$ cat src/rtl/uart_rx_chan_regs.sv
// uart_rx_chan_regs
//   UART receiver feeding a bank of channel registers (e.g. red, green, blue,
//   intensity).  Serial bytes are decoded as 8N1 (or 8E1 when
//   UART_RX_PARITY_EN is defined), then paired into two-byte commands:
//   an address byte (bit7=1, low ADDR_W bits = channel index) followed by a
//   data byte that is written into the selected channel register.
//
// Optional feature macro: UART_RX_PARITY_EN
//   defined   : frame is start + 8 data + even parity + stop
//   undefined : frame is 8N1 and parity_err is tied low
//
// Ports
//   clk        system clock (all logic, no derived clocks)
//   reset      synchronous, active-high reset
//   rx         asynchronous serial input, idle high
//   ch_data    flattened channel registers, channel k at [k*CH_W +: CH_W]
//   wr_strobe  one-cycle pulse when a channel register is written
//   wr_ch      index of the channel last written (holds between writes)
//   frame_err  one-cycle pulse: stop bit sampled low
//   parity_err one-cycle pulse: parity mismatch (0 without the macro)
//   busy       high from validated start bit until the stop-bit sample
`timescale 1ns/1ps

module uart_rx_chan_regs #(
   parameter int CLKS_PER_BIT = 5208,
   parameter int NUM_CH       = 4,
   parameter int CH_W         = 8,
   parameter int ADDR_W       = 2
) (
   input  logic                     clk,
   input  logic                     reset,
   input  logic                     rx,
   output logic [NUM_CH*CH_W-1:0]   ch_data,
   output logic                     wr_strobe,
   output logic [ADDR_W-1:0]        wr_ch,
   output logic                     frame_err,
   output logic                     parity_err,
   output logic                     busy
);

   localparam int                CNT_W    = $clog2(CLKS_PER_BIT);
   localparam logic [CNT_W-1:0]  CNT_HALF = CNT_W'(CLKS_PER_BIT / 2 - 1);
   localparam logic [CNT_W-1:0]  CNT_FULL = CNT_W'(CLKS_PER_BIT - 1);
   localparam logic [ADDR_W:0]   NUM_CH_L = (ADDR_W + 1)'(NUM_CH);

   typedef enum logic [2:0] {
      S_IDLE,
      S_START,
      S_DATA,
`ifdef UART_RX_PARITY_EN
      S_PARITY,
`endif
      S_STOP
   } bit_state_t;

   typedef enum logic {
      C_WAIT_ADDR,
      C_WAIT_DATA
   } cmd_state_t;

   // ---------------------------------------------------------------------
   // Input synchroniser, reset to the idle level so reset never looks like
   // a start bit.
   // ---------------------------------------------------------------------
   logic rx_meta, rx_sync;

   always_ff @(posedge clk) begin
      if (reset) begin
         rx_meta <= 1'b1;
         rx_sync <= 1'b1;
      end else begin
         // NOTE: sequential state uses non-blocking assignments so every
         // flop samples the pre-edge value of its neighbours.
         rx_meta <= rx;
         rx_sync <= rx_meta;
      end
   end

   // ---------------------------------------------------------------------
   // Bit FSM
   // ---------------------------------------------------------------------
   bit_state_t        bit_state, bit_state_nxt;
   logic [CNT_W-1:0]  baud_cnt, baud_cnt_nxt;
   logic [2:0]        bit_cnt, bit_cnt_nxt;
   logic [7:0]        shift_reg, shift_nxt;
   logic              busy_nxt, byte_valid, byte_valid_nxt, frame_err_nxt;
   logic              par_ok;

`ifdef UART_RX_PARITY_EN
   logic par_bit, par_bit_nxt, parity_err_nxt;
   // Even parity: data bits plus parity bit must hold an even number of ones.
   assign par_ok = ((^shift_reg) == par_bit);
`else
   assign par_ok     = 1'b1;
   assign parity_err = 1'b0;
`endif

   always_comb begin
      // NOTE: every output of this block gets a default first, so no path
      // leaves a signal unassigned and no latch is inferred.
      bit_state_nxt  = bit_state;
      baud_cnt_nxt   = baud_cnt + CNT_W'(1);
      bit_cnt_nxt    = bit_cnt;
      shift_nxt      = shift_reg;
      busy_nxt       = busy;
      byte_valid_nxt = 1'b0;
      frame_err_nxt  = 1'b0;
`ifdef UART_RX_PARITY_EN
      par_bit_nxt    = par_bit;
      parity_err_nxt = 1'b0;
`endif
      case (bit_state)
         S_IDLE: begin
            baud_cnt_nxt = '0;
            if (!rx_sync) bit_state_nxt = S_START;
         end
         S_START: begin
            // Resample at mid start bit; a high level means it was a glitch.
            if (baud_cnt == CNT_HALF) begin
               baud_cnt_nxt = '0;
               if (!rx_sync) begin
                  bit_state_nxt = S_DATA;
                  busy_nxt      = 1'b1;
                  bit_cnt_nxt   = '0;
               end else begin
                  bit_state_nxt = S_IDLE;
                  busy_nxt      = 1'b0;
               end
            end
         end
         S_DATA: begin
            if (baud_cnt == CNT_FULL) begin
               baud_cnt_nxt = '0;
               shift_nxt    = {rx_sync, shift_reg[7:1]};   // LSB first
               bit_cnt_nxt  = bit_cnt + 3'd1;
               if (bit_cnt == 3'd7) begin
`ifdef UART_RX_PARITY_EN
                  bit_state_nxt = S_PARITY;
`else
                  bit_state_nxt = S_STOP;
`endif
               end
            end
         end
`ifdef UART_RX_PARITY_EN
         S_PARITY: begin
            if (baud_cnt == CNT_FULL) begin
               baud_cnt_nxt  = '0;
               par_bit_nxt   = rx_sync;
               bit_state_nxt = S_STOP;
            end
         end
`endif
         S_STOP: begin
            // Returning to IDLE here lets a new start edge be seen from the
            // stop-bit midpoint onwards.
            if (baud_cnt == CNT_FULL) begin
               baud_cnt_nxt   = '0;
               bit_state_nxt  = S_IDLE;
               busy_nxt       = 1'b0;
               byte_valid_nxt = rx_sync & par_ok;
               frame_err_nxt  = ~rx_sync;
`ifdef UART_RX_PARITY_EN
               parity_err_nxt = ~par_ok;
`endif
            end
         end
         default: begin
            bit_state_nxt = S_IDLE;
            busy_nxt      = 1'b0;
         end
      endcase
   end

   always_ff @(posedge clk) begin
      if (reset) begin
         bit_state  <= S_IDLE;
         baud_cnt   <= '0;
         bit_cnt    <= '0;
         shift_reg  <= '0;
         busy       <= 1'b0;
         byte_valid <= 1'b0;
         frame_err  <= 1'b0;
      end else begin
         bit_state  <= bit_state_nxt;
         baud_cnt   <= baud_cnt_nxt;
         bit_cnt    <= bit_cnt_nxt;
         shift_reg  <= shift_nxt;
         busy       <= busy_nxt;
         byte_valid <= byte_valid_nxt;
         frame_err  <= frame_err_nxt;
      end
   end

`ifdef UART_RX_PARITY_EN
   always_ff @(posedge clk) begin
      if (reset) begin
         par_bit    <= 1'b0;
         parity_err <= 1'b0;
      end else begin
         par_bit    <= par_bit_nxt;
         parity_err <= parity_err_nxt;
      end
   end
`endif

   // ---------------------------------------------------------------------
   // Command FSM: address byte, then data byte.  shift_reg still holds the
   // received byte in the cycle byte_valid is high.
   // ---------------------------------------------------------------------
   cmd_state_t        cmd_state, cmd_state_nxt;
   logic [ADDR_W-1:0] idx, idx_nxt;
   logic              wr_en;

   always_comb begin
      cmd_state_nxt = cmd_state;
      idx_nxt       = idx;
      wr_en         = 1'b0;
      if (frame_err || parity_err) begin
         // A corrupted byte abandons any half-received command.
         cmd_state_nxt = C_WAIT_ADDR;
      end else if (byte_valid) begin
         case (cmd_state)
            C_WAIT_ADDR: begin
               if (shift_reg[7] && ({1'b0, shift_reg[ADDR_W-1:0]} < NUM_CH_L)) begin
                  idx_nxt       = shift_reg[ADDR_W-1:0];
                  cmd_state_nxt = C_WAIT_DATA;
               end
            end
            C_WAIT_DATA: begin
               wr_en         = 1'b1;
               cmd_state_nxt = C_WAIT_ADDR;
            end
            default: cmd_state_nxt = C_WAIT_ADDR;
         endcase
      end
   end

   always_ff @(posedge clk) begin
      if (reset) begin
         cmd_state <= C_WAIT_ADDR;
         idx       <= '0;
         wr_ch     <= '0;
         wr_strobe <= 1'b0;
         // NOTE: the channel bank is a handful of flops that drive visible
         // outputs, so it is reset explicitly rather than treated as RAM.
         ch_data   <= '0;
      end else begin
         cmd_state <= cmd_state_nxt;
         idx       <= idx_nxt;
         wr_strobe <= wr_en;
         if (wr_en) begin
            wr_ch <= idx;
            for (int k = 0; k < NUM_CH; k++) begin
               if (idx == ADDR_W'(k)) ch_data[k*CH_W +: CH_W] <= shift_reg[CH_W-1:0];
            end
         end
      end
   end

endmodule
$ cat config.mk
export PLATFORM = sky130hd
export DESIGN_NAME = uart_rx_chan_regs
export DESIGN_NICKNAME = d
export VERILOG_FILES = /design/src/rtl/uart_rx_chan_regs.sv
export SDC_FILE = /design/constraint.sdc
export NUM_CORES = 1
export LEC_CHECK = 0
export BUFFER_PORTS_ARGS = -buffer_cell sky130_fd_sc_hd__buf_2
export CORE_ASPECT_RATIO = 0.75
export CORE_MARGIN = 10
export CORE_UTILIZATION = 40
export CTS_BUF_LIST = sky130_fd_sc_hd__clkbuf_2
export CTS_CLUSTER_SIZE = 40
export DETAILED_ROUTE_END_ITERATION = 10
export PLACE_DENSITY = 0.69
export SYNTH_ARGS = -nofsm -noshare
export SYNTH_HDL_FRONTEND = slang
export SYNTH_SLANG_ARGS = --single-unit
$ cat constraint.sdc
create_clock -name clk -period 1.91 [get_ports clk]
set_input_delay 0.382 -clock clk [delete_from_list [all_inputs] [get_ports clk]]
set_output_delay 0.382 -clock clk [all_outputs]
set_load 0.005 [all_outputs]
==> results.md, run 1 <==
- Worst Setup End Kind: register
- CTS Buf Count: 9
- Synthesis-stage register bit count: between 60 and 70
- Global-route wire length before repair: roughly 9.6 mm
- PortBufs: 39
- Routed WL per cell: around 14 um
- Htree depth: 3
- Crit path launch type: register
- Die Footprint: between 10,000 and 15,000 sq um
- Tot Pwr: approximately 2500 uW
- Total negative slack: 0 ns
- CTS resizes: 0
- Starting density of the core: 40.9%
- Syn_area_per_cell: 10.3 sq um
- Aggregate global routing overflow: 0
- I/O Pins: 41
- ANT cells: 0
- Cell Area, Synth: roughly 2800 sq um
- DR DRC count: 0
- # rows: 26
- Clock Path Buffers: 2
- Max Freq: roughly 570 MHz
- Vias in the first global route: 1,923
- Post-route clock period utilization: between 90 and 100%
- Root Buffer Master: clkbuf_2
- 1st-pass router iterations: 4
- Hold Vio Cnt, Final: 0
- Max_cap viols: 0
- Syn Inst Count: between 200 and 300
- Pwr dens: between 700 and 800 nW/um^2
- Synth unique cells: 47
- Fin crit period: ~1.7 ns
- Critical path peak fanout: 5
- Clock Sinks: 69
- Final slew viol count: 0
- Post-synth net total: 277
- Ys Warns: 0
- Routability Congestion: roughly 0.79
- RSZ-0062 raised after global routing: false
- Die Height: about 92 um
- Clk_skew: 0.0246 ns
- CTS tree: yes
- Leak: between 0.001 and 0.0015 uW
- CP arrival: ~2.2 ns
- Die X: 116 um
- Vias per inst: just under 5
- Synth Flop Type: dfxtp_1
- Hold Path Class: input pin to register
- Post-DP HPWL: about 4.0 mm
- Fill cell count: about 620
- VDD IR max: ~0.44 mV
- Largest register FFs: 32
- Via count: about 2,000
- Tot GR Track Use: around 11%
- Status: complete, no violations
- Final number of setup-violating endpoints: 0
- Clock transition at path regs: approximately 0.21 ns
- Core area: roughly 6800 sq um
- Largest net degree at the start of global routing: 47
- Number of synthesized flops with an enable pin: 0
- Req. time, crit path: between 2 and 2.5 ns
- Post-route ant nets: 0
- Initial antenna violation count: 0
- Initial drt markers: just under 100
- Setup CP Type: register to register
- Routed wire length: around 5.5 mm
- Synth-to-layout area growth: 16.5%
- Latest clock arrival within the worst-skew pair: 0.52 ns
- Setup Fix Bufs, Post-CTS: 0
- Fraction of layout cells with a size suffix above 1: around a quarter
- Post-synthesis sequential area ratio: between 40% and 50%
- Share of flip-flops with an asynchronous set or reset: 0%
- Number of nets in the layout: around 320
- CTS Hold Bufs: 0
Yosys cell counts, types with 2 or more instances:
library cell,number,area share [%]
dfxtp_1,69,50
nand2b_1,3,0.67
and3_2,2,0.54
inv_1,5,0.67
xnor2_1,5,1.6
clkbuf_1,7,0.94
nor2_1,60,8.1
buf_2,2,0.36
nand4_1,4,0.90
nor2b_1,3,0.67
nand2_1,7,0.94
xor2_1,5,1.6
nor4_1,2,0.45
nand3_1,6,1.1
and2_1,2,0.45
mux2i_1,46,17
buf_6,2,0.81
or2_2,3,0.67
nor3_1,3,0.54
and3_1,2,0.45
and4bb_2,2,0.90
ha_1,3,1.3
a21oi_1,4,0.72
placed cells by master, fill, tap and decap left out, drive strengths merged, types with 2 or more instances in the layout:
cell and n:
ha 3, nor4 2, nor2 61, or2 3
and2 2, inv 8, nand2b 3, nor4b 2
dfxtp 69, a21oi 4, nor3 4, bufinv 2
xnor2 5, nand4 4, buf 46, xor2 5
and3 4, nand2 7, mux2i 46, nor2b 3
nand3 6, clkbuf 9, and4bb 3, clkinv 2
cells by family after synthesis:
family                     count (synthesis)  share of synthesized area, %
muxes                                     47                          17.1
and+or+nand+nor                          111                          21.1
buffers and inverters                     17                          3.06
DFF                                       69                          49.6
AOI/OAI and AO/OA                         13                          4.45
xor gates and xnor gates                  10                          3.15
other                                      1                         0.135
adders and majority gates                  3                          1.35
critical path, cell delays in order, from the launching register on:
cell and delay [ns]:
dfxtp_1 0.40, ha_1 0.25, nor4b_4 0.29, a311oi_4 0.17
a21o_4 0.24, mux2_4 0.29
per-layer routing:
layer / routed length, um / up-vias / global-route usage, %
li1: - / 1027 / -
met5: 0 / - / 0
met4: 89 / 0 / 4.99
met3: 299 / 11 / 4.49
met2: 2350 / 29 / 15.7
met1: 2790 / 901 / 14.5
where the power goes:
| part | leakage (uW) | total [uW] | switching, uW | internal (uW) |
|---|---|---|---|---|
| Sequential | 0.000556 | 1450 | 2.38 | 1450 |
| Clock | 0.0000890 | 1020 | 566 | 457 |
| Combinational | 0.000833 | 37.1 | 25.3 | 11.8 |
| Total | 0.00148 | 2510 | 594 | 1910 |
cell type report:
class / instances / area, sq um / share of cell area (%)
Clock buffer: 9 / 45.0 / 1.39
Inverter: 5 / 18.8 / 0.579
Timing Repair Buffer: 46 / 260 / 8.03
Sequential cell: 69 / 1380 / 42.6
Tap cell: 84 / 105 / 3.24
Multi-Input combinational cell: 185 / 1330 / 40.9
Clock inverter: 7 / 106 / 3.28
through the flow:
stage	setup WS [ns]	utilization [%]	cell area, sq um	cells	hold WS (ns)
floorplan	0.239	-	2780	271	0.389
global placement	0.175	45.3	3080	389	0.394
detailed placement	0.111	45.3	3080	389	0.398
CTS	0.0768	47.6	3230	405	0.00852
global route	0.0714	47.7	3240	405	0.0120
finish	0.168	47.7	3240	405	0.0501
worst paths after layout:
| path | endpoint | startpoint | cells after the start | slack [ns] |
|---|---|---|---|---|
| min reg2reg | rx_sync | rx_meta | 1 | 0.41 |
| max | bit_cnt[0] | baud_cnt[0] | 5 | 0.17 |
| min | rx_meta | rx | 2 | 0.05 |
| max reg2reg | bit_cnt[0] | baud_cnt[0] | 5 | 0.17 |
No activity file was read; power rests on OpenSTA's default activity.
==> run 2: changes to the inputs <==
==> config.mk (replaced) <==
export PLATFORM = sky130hd
export DESIGN_NAME = uart_rx_chan_regs
export DESIGN_NICKNAME = d
export VERILOG_FILES = /design/src/rtl/uart_rx_chan_regs.sv
export SDC_FILE = /design/constraint.sdc
export NUM_CORES = 1
export LEC_CHECK = 0
export CORE_ASPECT_RATIO = 0.75
export CORE_MARGIN = 10
export CORE_UTILIZATION = 40
export CTS_BUF_LIST = sky130_fd_sc_hd__clkbuf_2
export CTS_CLUSTER_SIZE = 40
export DETAILED_ROUTE_END_ITERATION = 10
export DONT_BUFFER_PORTS = 1
export SYNTH_ARGS = -nofsm -noshare
export SYNTH_HDL_FRONTEND = slang
export SYNTH_SLANG_ARGS = --single-unit
==> results.md, run 2 (synthesis results as in run 1) <==
- Status: complete, no violations
- Post-DP HPWL: 3.85 mm
- Dpl cells: around 350
- Logic pwr share: around 1.6%
- Hold Vio Cnt, Final: 0
- Clock Path Buffers: 2
- Vias in the first global route: 1,808
- Vias per inst: 4.96
- Post-route ant nets: 0
- Crit path launch type: register
- Final number of setup-violating endpoints: 0
- Fraction of layout cells with a size suffix above 1: between 10 and 15%
- Reg power frac: just over 60%
- Final core occ: 44.8%
- Pint: about 1800 uW
- ANT cells: 0
- I/O Pins: between 40 and 50
- Leak: between 0.001 and 0.0015 uW
- CP arrival: ~2.2 ns
- Synth-to-layout area growth: 9.40%
- Setup CP Type: register to register
- Initial antenna violation count: 0
- # rows: 26
- Initial drt markers: 105
- Clk_skew: ~0.033 ns
- Fin crit period: around 1.7 ns
- Die X: between 100 and 150 um
- Via count: about 1,800
- Largest net degree at the start of global routing: 54
- Global-route wire length before repair: about 9.5 mm
- Number of nets in the layout: ~290
- Routed wire length: around 5.6 mm
- Largest register FFs: 32
- RSZ-0062 raised after global routing: false
- Critical path peak fanout: 5
- 1st-pass router iterations: 5
- Setup Fix Bufs, Post-CTS: 0
- Latest clock arrival within the worst-skew pair: around 0.50 ns
- Routability Congestion: between 0.7 and 0.8
- Routed WL per cell: ~15 um
- Req. time, crit path: around 2.3 ns
- Max Freq: about 580 MHz
- CTS Buf Count: 9
- Total negative slack: 0 ns
- Switch Pwr: ~570 uW
- Aggregate global routing overflow: 0
- DR DRC count: 0
- Commonest non-fill, non-tap cell in the layout: dfxtp_1
- Cell Count, Final, Fillers Out: 369
- Most frequent cells in the layout: 69 x dfxtp_1, 60 x nor2_1, 46 x mux2i_1, 9 x clkbuf_2, 7 x nand2_1
- Die Footprint: ~11,000 sq um
- VDD IR max: approximately 0.38 mV
- Final slew viol count: 0
- Worst Setup End Kind: register
- Reg2reg start: baud_cnt[0]
- Post-route clock period utilization: 90.8%
- Clk pwr share: 36.3%
- Htree depth: 3
- Starting density of the core: between 40% and 50%
- Hold Path Class: input pin to register
- Pwr dens: between 700 and 800 nW/um^2
- Clock Sinks: a little under 70
- Clock transition at path regs: around 0.21 ns
- Max_cap viols: 0
- CTS tree: yes
- Hold Crit Start: reset
- Switching share of total power: 24.3%
- Die Height: approximately 90 um
- Root Buffer Master: clkbuf_2
- Tot GR Track Use: roughly 11%
- Worst Setup SP: baud_cnt[0]
- Core area: 6800 sq um
- PortBufs: 0
[run 2: cell types whose count changed in the layout (fill, tap and decap cells not counted), moves of 2 or more]
cell	previous run	this run
buf_2	39	0
dlygate4sd3_1	0	3
clkinv_4	2	0
clkinvlp_4	0	3
[run 2: path summary, 6_finish.rpt]
path | cells past startpoint | endpoint | slack, ns
worst max-delay path | 5 | bit_cnt[0] | 0.18
worst min-delay path | 3 | bit_state[0] | 0.06
worst max register to register | 5 | bit_cnt[0] | 0.18
worst min register to register | 1 | rx_sync | 0.43
[run 2: power groups by stage]
stage / clock, uW / sequential (uW) / combinational (uW)
CTS: 875 / 1450 / 35.9
floorplan: 0 / 1480 / 28.3
detailed placement: 0 / 1480 / 11.7
global placement: 0 / 1480 / 11.6
finish: 845 / 1450 / 37.7
global route: 942 / 1450 / 42.4
[run 2: what timing repair did]
item | CTS | global route
endpoints found under the setup margin | 0 | 9
hold buffers | 3 | 1
endpoints found under the hold margin | 53 | 1
resized for setup | 0 | 1
[run 2: per-stage QoR]
step	setup WS, ns	area [sq um]	hold WS [ns]	total power [uW]
3_5_place_dp	0.111	2870	0.396	1490
6_report	0.175	3040	0.0557	2330
5_1_grt	0.0369	3040	0.0416	2430
2_1_floorplan	0.239	2780	0.389	1500
3_3_place_gp	0.167	2870	0.395	1490
4_1_cts	0.0727	3030	0.00604	2360
[run 2: metal layers]
layer | wire length (um) | GRT usage, %
met1 | 2940 | 15.1
met2 | 2240 | 15.0
met3 | 412 | 5.47
met4 | 48 | 3.74
met5 | 0 | 0
[run 2: critical path, cell delays in order, from the launching register on]
cell and delay [ns]:
dfxtp_1 0.40, ha_1 0.26, nor4b_4 0.30, a311oi_4 0.17
a21o_4 0.23, mux2_4 0.29
[run 2: area by class of cell]
type                    instances  area [sq um]
flip-flops and latches         69          1380
multi-input cells             185          1330
repair buffers                 10          95.1
clock inverters                 7          73.8
fillers                       657          3750
well taps                      84           105
clock buffers                   9          45.0
inverters                       5          18.8
==> run 3: changes to the inputs <==
--- a/config.mk
+++ b/config.mk
@@ -12,6 +12,8 @@
 export CTS_CLUSTER_SIZE = 40
 export DETAILED_ROUTE_END_ITERATION = 10
 export DONT_BUFFER_PORTS = 1
+export GPL_TIMING_DRIVEN = 0
+export RECOVER_POWER = 50
 export SYNTH_ARGS = -nofsm -noshare
 export SYNTH_HDL_FRONTEND = slang
 export SYNTH_SLANG_ARGS = --single-unit
==> constraint.sdc (replaced) <==
create_clock -name clk -period 2.2 [get_ports clk]
set_input_delay 0.44 -clock clk [delete_from_list [all_inputs] [get_ports clk]]
set_output_delay 0.44 -clock clk [all_outputs]
set_load 0.005 [all_outputs]
==> results.md, run 3 (synthesis results as in run 1) <==
- DR DRC count: 0
- Starting density of the core: 40.9%
- Fraction of layout cells with a size suffix above 1: 12.8%
- 1st-pass router iterations: 4
- PortBufs: 0
- Clock Sinks: 69
- Most frequent cells in the layout: 69 x dfxtp_1, 61 x nor2_1, 46 x mux2i_1, 10 x clkbuf_2
- Max_cap viols: 0
- Critical path peak fanout: 9
- I/O Pins: just over 40
- Total negative slack: 0 ns
- Req. time, crit path: ~2.6 ns
- Hold Path Stages: 2
- DP Area: about 2900 sq um
- Clock transition at path regs: roughly 0.21 ns
- Final core occ: between 40 and 50%
- Aggregate global routing overflow: 0
- Dpl cells: roughly 360
- Largest register FFs: 32
- Leak: roughly 0.0012 uW
- Cell Count, Final, Fillers Out: 372
- R2r setup slk: slightly below 0.2 ns
- Worst Setup SP: baud_cnt[0]
- Tot Pwr: slightly above 2000 uW
- Post-route clock period utilization: between 90% and 100%
- Max Freq: roughly 500 MHz
- Status: complete, no violations
- ANT cells: 0
- CTS Buf Count: 9
- Root Buffer Master: clkbuf_2
- Clk_skew: roughly 0.023 ns
- CTS resizes: 0
- Clock Path Buffers: 2
- Crit path launch type: register
- Pwr dens: ~680 nW/um^2
- Final number of setup-violating endpoints: 0
- Post-route ant nets: 0
- Vias per inst: slightly above 5
- Final slew viol count: 0
- Vias in the first global route: ~1,800
- Worst-Margin Slew: roughly 1.1 ns
- Via count: about 1,900
- Setup Fix Bufs, Post-CTS: 0
- Die Footprint: around 11,000 sq um
- Initial antenna violation count: 0
- Hold Crit Start: reset
- R2r worst-path depth: 6
- Number of nets in the layout: ~290
- Synth-to-layout area growth: 8.14%
- CP arrival: between 2 and 2.5 ns
- Die X: 116 um
- Commonest non-fill, non-tap cell in the layout: dfxtp_1
- RSZ-0062 raised after global routing: false
- Post-DP HPWL: approximately 4.2 mm
- Latest clock arrival within the worst-skew pair: 0.50 ns
- Largest net degree at the start of global routing: 14
- Htree depth: 3
- Core area: ~7000 sq um
- FF-to-FF End: bit_cnt[0]
- Setup CP Type: register to register
- CTS tree: yes
- Tot GR Track Use: between 10% and 20%
- Reg2reg start: baud_cnt[0]
- Initial drt markers: a little over 80
- Hold EP: bit_cnt[2]
- Routed wire length: a little under 6 mm
- VDD IR max: between 0.2 and 0.3 mV
- Die Height: slightly above 90 um
- Design Area, Final: between 3000 and 4000 sq um
- Worst Setup End Kind: register
- Hold Path Class: input pin to register
- Fin crit period: 2.01 ns
- Routed WL per cell: around 16 um
- Global-route wire length before repair: ~9.5 mm
- # rows: 26
- Relative slew slack: 28.8%
- Routability Congestion: a little under 0.8
- Hold Vio Cnt, Final: 0
run 3: how the worst max path moves through the flow:
stage | end | cells past startpoint
after global placement | baud_cnt[8] | 6
final | bit_cnt[0] | 6
after detailed placement | baud_cnt[3] | 6
after global routing | bit_cnt[0] | 6
after floorplan | bit_cnt[0] | 5
after CTS | baud_cnt[3] | 6
run 3: final cells by class:
cell class              count  area [sq um]
multi-input cells         185          1310
repair buffers              1          10.0
clock inverters             7          75.1
fillers                   654          3790
inverters                   5          18.8
flip-flops and latches     69          1380
well taps                  84           105
clock buffers               9          45.0
plain buffers              12          60.1
run 3: per-layer routing:
layer / vias to the layer above / track usage, % / wire length [um]
met5: - / 0 / 0
met4: 0 / 3.43 / 63
met3: 8 / 5.86 / 452
met2: 42 / 15.1 / 2330
met1: 881 / 15.4 / 2920
li1: 965 / - / -
run 3: through the flow:
| stage | setup WS, ns | hold slack (ns) |
|---|---|---|
| 6_report | 0.193 | 0.124 |
| 5_1_grt | 0.0868 | 0.0638 |
| 4_1_cts | 0.251 | 0.0234 |
| 3_5_place_dp | 0.282 | 0.404 |
| 3_3_place_gp | 0.348 | 0.409 |
| 2_1_floorplan | 0.529 | 0.389 |
run 3: repair_timing:
| item | 4_1_cts | 5_1_grt |
|---|---|---|
| hold buffers | 0 | 1 |
| setup endpoints to repair | 0 | 0 |
| hold endpoints to repair | 0 | 1 |
run 3: where the power goes:
part | switching [uW] | internal, uW | leakage, uW
registers | 2.30 | 1250 | 0.000556
logic | 22.5 | 11.2 | 0.000612
clock network | 485 | 265 | 0.0000645
run 3: worst max-delay path: stages, from the launching register on:
cell      delay (ns)
dfxtp_1         0.40
ha_1            0.25
and4bb_1        0.29
nand4_1         0.10
clkbuf_2        0.27
a21o_4          0.30
mux2_4          0.29
